File: src/rtl/sisc_mc_core.sv
// sisc_mc_core: multi-cycle SISC core (decode FSM, register file, ALU, status).
// One instruction is accepted through a valid/ready handshake and then runs
// through DECODE, EXECUTE and WRITEBACK before the core returns to IDLE.
module sisc_mc_core #(
    parameter int DWIDTH = 32,
    parameter int NREGS  = 16
) (
    input  logic              clk,
    input  logic              rst_f,
    input  logic [31:0]       ir,
    input  logic              ir_valid,
    output logic              ir_ready,
    output logic              done,
    output logic              halted,
    output logic              illegal,
    output logic [3:0]        stat,
    input  logic [3:0]        dbg_addr,
    output logic [DWIDTH-1:0] dbg_data
);

    localparam int SHW = $clog2(DWIDTH);
    localparam int MSB = DWIDTH - 1;

    typedef enum logic [2:0] {
        S_IDLE,
        S_DECODE,
        S_EXECUTE,
        S_WRITEBACK,
        S_HALTED
    } state_t;

    state_t            state_q;
    logic [31:0]       ir_q;
    logic              ir_ready_q, done_q, halted_q, illegal_q;
    logic              legal_q, alu_q, wr_q;
    // Sized for the full 4-bit index; entries at or above NREGS are never written.
    logic [DWIDTH-1:0] regs_q [16];
    logic [DWIDTH-1:0] a_q, b_q, res_q;
    logic [3:0]        flags_q, stat_q;

    logic [3:0]        op, fn, rd, rs, rt;
    logic              is_alu;
    logic [DWIDTH-1:0] imm_ext, rs_val, rt_val;
    logic [SHW-1:0]    sh;
    logic [DWIDTH:0]   sum, diff, shl;
    logic [DWIDTH-1:0] alu_res_d;
    logic              c_d, v_d;
    logic [3:0]        flags_d;

    assign op      = ir_q[31:28];
    assign fn      = ir_q[27:24];
    assign rd      = ir_q[23:20];
    assign rs      = ir_q[19:16];
    assign rt      = ir_q[15:12];
    assign imm_ext = DWIDTH'(signed'(ir_q[15:0]));
    assign is_alu  = ((op == 4'd1) || (op == 4'd2)) && (fn <= 4'd9);
    assign sh      = b_q[SHW-1:0];

    assign ir_ready = ir_ready_q;
    assign done     = done_q;
    assign halted   = halted_q;
    assign illegal  = illegal_q;
    assign stat     = stat_q;

    // R0 and indices beyond the implemented range behave as constant zero.
    function automatic logic idx_ok(input logic [3:0] idx);
        return (idx != 4'd0) && (int'(idx) < NREGS);
    endfunction

    // Register file read ports: two operand ports plus the debug port.
    always_comb begin
        rs_val   = idx_ok(rs) ? regs_q[rs] : '0;
        rt_val   = idx_ok(rt) ? regs_q[rt] : '0;
        dbg_data = idx_ok(dbg_addr) ? regs_q[dbg_addr] : '0;
    end

    // ALU: result and {C,V,N,Z} from the latched operands.
    always_comb begin
        sum       = {1'b0, a_q} + {1'b0, b_q};
        diff      = {1'b0, a_q} - {1'b0, b_q};
        shl       = {1'b0, a_q} << sh;
        alu_res_d = '0;
        c_d       = 1'b0;
        v_d       = 1'b0;
        case (fn)
            4'd0: begin
                alu_res_d = sum[MSB:0];
                c_d       = sum[DWIDTH];
                v_d       = (a_q[MSB] == b_q[MSB]) && (alu_res_d[MSB] != a_q[MSB]);
            end
            4'd1, 4'd9: begin
                alu_res_d = diff[MSB:0];
                c_d       = ~diff[DWIDTH];
                v_d       = (a_q[MSB] != b_q[MSB]) && (alu_res_d[MSB] != a_q[MSB]);
            end
            4'd2: alu_res_d = a_q & b_q;
            4'd3: alu_res_d = a_q | b_q;
            4'd4: alu_res_d = a_q ^ b_q;
            4'd5: alu_res_d = ~a_q;
            4'd6: begin
                alu_res_d = shl[MSB:0];
                c_d       = shl[DWIDTH];
            end
            4'd7: alu_res_d = a_q >> sh;
            4'd8: alu_res_d = DWIDTH'($signed(a_q) >>> sh);
            default: ;
        endcase
        flags_d = {c_d, v_d, alu_res_d[MSB], (alu_res_d == '0)};
    end

    // Control FSM with registered handshake and status outputs.
    always_ff @(posedge clk or posedge rst_f) begin
        if (rst_f) begin
            state_q    <= S_IDLE;
            ir_q       <= '0;
            ir_ready_q <= 1'b1;
            done_q     <= 1'b0;
            halted_q   <= 1'b0;
            illegal_q  <= 1'b0;
            legal_q    <= 1'b0;
            alu_q      <= 1'b0;
            wr_q       <= 1'b0;
        end else begin
            done_q    <= 1'b0;
            illegal_q <= 1'b0;
            case (state_q)
                S_IDLE: begin
                    if (ir_valid) begin
                        ir_q       <= ir;
                        ir_ready_q <= 1'b0;
                        state_q    <= S_DECODE;
                    end
                end
                S_DECODE: begin
                    legal_q <= is_alu || (op == 4'd0) || (op == 4'd15);
                    alu_q   <= is_alu;
                    wr_q    <= is_alu && (fn != 4'd9);
                    state_q <= S_EXECUTE;
                end
                S_EXECUTE: begin
                    done_q    <= 1'b1;
                    illegal_q <= ~legal_q;
                    state_q   <= S_WRITEBACK;
                end
                S_WRITEBACK: begin
                    if (op == 4'd15) begin
                        halted_q <= 1'b1;
                        state_q  <= S_HALTED;
                    end else begin
                        ir_ready_q <= 1'b1;
                        state_q    <= S_IDLE;
                    end
                end
                S_HALTED: state_q <= S_HALTED;
                default:  state_q <= S_IDLE;
            endcase
        end
    end

    // Datapath: operand latch, ALU result capture, register and status writeback.
    always_ff @(posedge clk or posedge rst_f) begin
        if (rst_f) begin
            for (int unsigned i = 0; i < 16; i++) regs_q[i] <= '0;
            a_q     <= '0;
            b_q     <= '0;
            res_q   <= '0;
            flags_q <= '0;
            stat_q  <= '0;
        end else begin
            case (state_q)
                S_DECODE: begin
                    a_q <= rs_val;
                    b_q <= (op == 4'd2) ? imm_ext : rt_val;
                end
                S_EXECUTE: begin
                    res_q   <= alu_res_d;
                    flags_q <= flags_d;
                end
                S_WRITEBACK: begin
                    if (wr_q && idx_ok(rd)) regs_q[rd] <= res_q;
                    if (alu_q) stat_q <= flags_q;
                end
                default: ;
            endcase
        end
    end

endmodule
File: config.mk
export PLATFORM = sky130hd
export DESIGN_NAME = sisc_mc_core
export DESIGN_NICKNAME = d
export VERILOG_FILES = /design/src/rtl/sisc_mc_core.sv
export SDC_FILE = /design/constraint.sdc
export NUM_CORES = 2
export LEC_CHECK = 0
export BUFFER_PORTS_ARGS = -buffer_cell sky130_fd_sc_hd__buf_2
export CORE_ASPECT_RATIO = 1.4
export CORE_UTILIZATION = 45
export DETAILED_ROUTE_END_ITERATION = 7
export PLACE_DENSITY = 0.66
export REMOVE_ABC_BUFFERS = 1
export SLEW_MARGIN = 20
export SYNTH_ARGS = -nofsm -noshare
export SYNTH_HDL_FRONTEND = slang
export SYNTH_SLANG_ARGS = --single-unit
File: constraint.sdc
create_clock -name clk -period 29.5 [get_ports clk]
set_input_delay 2.95 -clock clk [delete_from_list [all_inputs] [get_ports clk]]
set_output_delay 2.95 -clock clk [all_outputs]
set_load 0.02 [all_outputs]
# Word-level counts from Yosys, hierarchy flattened
# Index checks and enable logic that the tools add are counted.
# W data, S select, Z words.
# word_totals
reg_bits,658
latch_bits,0
ram_bits,0
romBits,0
in_bits,39
out_inout_bits,40
word_cells,125
mem_count,0
# op_classes
addsub,2
n_mul,0
div,0
magnitude_cmp,6
n_eq_ne,23
shifts,3
muxes,27
bitwise,10
reduce_logical,24
# ops
op,count
$bwmux W512,1
$bmux W32 S4,3
$mux W32,11
$pmux W32 S9,1
$demux W32 S4,1
$add A32 B32 Y33,1
$shl A32 B5 Y33,1
$sub A32 B32 Y33,1
$and A32 B32 Y32,1
$logic_not A32 Y1,1
$not A32 Y32,1
$or A32 B32 Y32,1
$shr A32 B5 Y32,1
$sshr A32 B5 Y32,1
$xor A32 B32 Y32,1
$ge A5 B5 Y1 const B,4
$not A4 Y5,4
$eq A4 B3 Y1 const B,4
$reduce_bool A4 Y1,4
$pmux W3 S5,1
$eq A4 B2 Y1 const B,3
$eq A4 B4 Y1 const B,3
$eq A4 B1 Y1 const B,2
$logic_not A4 Y1,2
other kinds (21),41

# Longest topological paths before layout
# logic_depth
ltp_word,6
depth_mapped,18
depth_no_buf,15

# Worst setup path after synthesis
# Ideal clock, no wire load.
# synth_timing
kind,input to output
startpoint,in dbg_addr[0]
endpoint,out dbg_data[22]
arrival_time_ns,5.131
slack_ns,21.419
stages,5
n_path_buf,2
cell_sequence,buf_1 clkbuf_1 mux4_2 mux4_2 nor2b_1
# synth_via
elab_chain_len,5
word_cells_on_any_way,6
classes_between,mux: 4; bitwise: 1; reduce/logical: 1
# synth_lines
element,line_no,rtl
from (decl),17,"input logic [3:0] dbg_addr,"
$not A4 Y5 (implied by the code),74,dbg_data = idx_ok(dbg_addr) ? regs_q[dbg_addr] : '0;
$bmux W32 S4,74,
$mux W32 (implied by the code) (2 in a row),74,
$mux W32 (*),74,
to (decl),18,output logic [DWIDTH-1:0] dbg_data
# Mark *: on every way between the ends. The rest lies on a longest branch, timed or not. The select of a mux whose other input is x is not followed.

# Worst setup path after layout
# layout_timing
startpoint,in dbg_addr[1]
endpoint,out dbg_data[19]
# The elaborated chain is that of the path after synthesis.

==> results.py <==
metrics = {
    "timing": {
        "drv_slew": 0,
        "period_needed_ns": 8.78,
        "finalSetupViolCount": 0,
        "holdWs_ns": 0.416,
        "worst_pin_slew_ns": 1.16,
        "post-route-period-util_pct": 29.8,
        "slew-limit-headroom_pct": 21.9,
        "fmax_mhz": 114,
        "setup_ws_ns": 20.72,
        "finalHoldViolCount": 0,
        "worst_clock_skew_ns": 0.0353,
        "rsz0062_at_grt": "false",
        "finalSetupTns_ns": 0,
    },
    "synthesis": {
        "synth_cells": 3788,
        "yosys.area.top_type": "dfrtp_1",
        "synth.mux.area_fraction_pct": 40.2,
        "syn_avg_cell_area_sq_um": 12.3,
        "synth_top_area_share_pct": 35.3,
        "ys_async_sr_fraction_pct": 100,
        "ys.flop_type": "dfrtp_1",
        "synthAdderAreaFrac_pct": 2.70,
        "synth-simple-area-share_pct": 6.97,
        "synth_seq_cells": 657,
        "synthTopCellsByCount": "dfrtp_1, mux2_2, mux4_2",
        "synth_top_family_by_area": "multiplexers",
        "synth_compound_area_share_pct": 9.65,
        "yosysWarningCount": 0,
        "synthDistinctLibCells": 95,
        "synth_xor_area_share_pct": 0.414,
        "synth_edf_count": 0,
        "syn-cell-area_sq_um": 46500,
        "seq_area_frac_synth_pct": 35.4,
        "synthTopCellsByArea": "dfrtp_1, mux4_2, mux2_2",
        "yosysMostFrequentCell": "dfrtp_1",
    },
    "cts": {
        "post_cts_buffers": 0,
        "cts_resized": 0,
        "cts_buffer_depth": 3,
        "clock-sinks": 657,
        "hold_buffers": 0,
        "tritoncts": "built",
        "cts_made_buffers": 69,
        "clock-root-buffer": "clkbuf_16",
        "htree_levels": 3,
        "clkTransAtPathRegs_ns": 0.06,
        "worstSkewPairLatency_ns": 0.67,
    },
    "floorplan": {
        "die-area_sq_um": 105000,
        "die_h_um": 382,
        "rows": 139,
        "die_w_um": 274,
        "core-area_sq_um": 102000,
        "initial_core_util_pct": 45.4,
        "io_pins": 79,
    },
    "global_routing": {
        "grt_pass1_wl_mm": 246,
        "grt_max_degree": 170,
        "grtUsageMet3_pct": 6.52,
        "grt_pass1_vias": 35900,
        "busiest_layer": "met2",
        "met1_usage_pct": 39.4,
        "overflow": 0,
        "grt_use_total_pct": 32.2,
        "antenna_found_initial": 5,
        "grt_use_met2_pct": 51.3,
    },
    "critical_path": {
        "worst_setup_path_end_kind": "output port",
        "start_kind": "input port",
        "rr_startpoint": "b_q[1]$_DFFE_PP0P_",
        "path_max_fanout": 73,
        "criticalPathCategory": "in -> out",
        "ff2ff_path_depth": 12,
        "reg2reg_to": "flags_q[0]$_DFFE_PP0P_",
        "reg2reg_slack_ns": 23.66,
        "required_ns": 26.55,
        "cp.arrival_ns": 5.83,
    },
    "place": {
        "dp_cells": 4896,
        "place_hpwl_mm": 109,
        "gp_congestion": 1.10,
        "place_ws_ns": 20.69,
        "place_area_sq_um": 47900,
        "portBuffers": 78,
    },
    "min_path": {
        "hold_path.class": "reg -> reg",
        "holdCritStartpoint": "regs_q[501]$_DFFE_PP0P_",
        "hold_end": "regs_q[501]$_DFFE_PP0P_",
        "hold_depth": 0,
    },
    "route": {
        "dr_total_vias": 35300,
        "wirelength_mm": 166,
        "viasPerCell": 7.04,
        "dr.pass1.iters": 6,
        "drc": 0,
        "drt_iter0_drc": 4040,
        "final_antenna_net_count": 0,
        "wl_per_cell_um": 33.1,
    },
    "power": {
        "power_density_nw_per_um2": 89.0,
        "switching_share_pct": 45.4,
        "p_int_mw": 2.44,
        "switchingPower_mw": 2.03,
        "vdd_drop_max_v": 0.0000615,
        "power_frac_comb_pct": 47.8,
        "leakage_nw": 21.4,
        "p_clk_share_pct": 20.7,
        "fin_total_pwr_mw": 4.47,
        "power_frac_seq_pct": 31.5,
    },
    "cells_and_area": {
        "drive_gt1_share_pct": 38.8,
        "nNetsFinal": 3766,
        "stdcell_count": 5023,
        "fin_util_pct": 49.1,
        "final_area_sq_um": 50300,
        "area_delta_synth_final_pct": 8.10,
    },
    "job": {
        "maxCapViolCount": 0,
    },
    "status": {
        "status": "finished clean",
    },
}
power groups by stage:
stage / Clock [mW] / Sequential (mW) / Combinational [mW]
2_1_floorplan: 0 / 1.47 / 1.25
3_3_place_gp: 0 / 1.41 / 2.06
3_5_place_dp: 0 / 1.42 / 2.07
4_1_cts: 0.944 / 1.40 / 2.08
5_1_grt: 0.975 / 1.44 / 2.23
6_report: 0.927 / 1.41 / 2.14
placed cells by master, fill, tap and decap left out, types with 94 or more instances in the layout:
| cell type | n |
|---|---|
| dfrtp_1 | 643 |
| nand2_1 | 192 |
| buf_4 | 94 |
| mux2_2 | 554 |
| inv_1 | 127 |
| nor2_1 | 182 |
| a21oi_1 | 136 |
| o21ai_0 | 96 |
| ha_1 | 97 |
| mux4_2 | 517 |
metal layers:
layer,routed length [um],vias to the layer above
met3,13900,624
met1,60100,18400
met5,27,-
met4,12600,4
li1,-,14400
met2,79700,1999
sequential cells by signal, summed over array words and instances, names as in the netlist, 3 cells and up:
| signal | cells |
|---|---|
| a_q | 32 |
| b_q | 32 |
| flags_q | 4 |
| ir_q | 32 |
| regs_q | 512 |
| res_q | 31 |
| stat | 4 |
| state_q | 3 |
worst max path at each step:
stage / start / cells past startpoint / slack (ns) / end
finish: dbg_addr[1] / 6 / 20.72 / dbg_data[19]
global route: dbg_addr[0] / 6 / 20.55 / dbg_data[19]
CTS: dbg_addr[0] / 6 / 20.69 / dbg_data[19]
detailed placement: dbg_addr[0] / 6 / 20.69 / dbg_data[19]
global placement: dbg_addr[0] / 6 / 20.73 / dbg_data[19]
floorplan: rst_f / 1 / 8.14 / a_q[0]$_DFFE_PP0P_
worst max-delay path, stage by stage:
cell     delay (ns)
buf_6          0.54
buf_4          0.77
mux4_2         0.35
mux4_2         0.23
nor2b_1        0.56
buf_2          0.29
final cells by class:
cell class | count | area (sq um)
Inverter | 131 | 499
Clock inverter | 27 | 379
Antenna cell | 2 | 5.00
Timing Repair Buffer | 175 | 1180
Sequential cell | 657 | 16500
Clock buffer | 98 | 2020
Tap cell | 1339 | 1680
Multi-Input combinational cell | 2594 | 28000
Fill cell | 8879 | 52200
cell families (layout without fill, tap and decap cells):
group | after synthesis | after routing
flip-flops | 657 | 657
buffers and inverters | 537 | 431
other | 0 | 2
XOR/XNOR | 22 | 22
multiplexers | 1152 | 1152
adder cells (fa/ha/maj) | 99 | 99
AO/OA/AOI/OAI | 653 | 653
AND/OR/NAND/NOR | 668 | 668
Power figures use the tool's default switching activity.
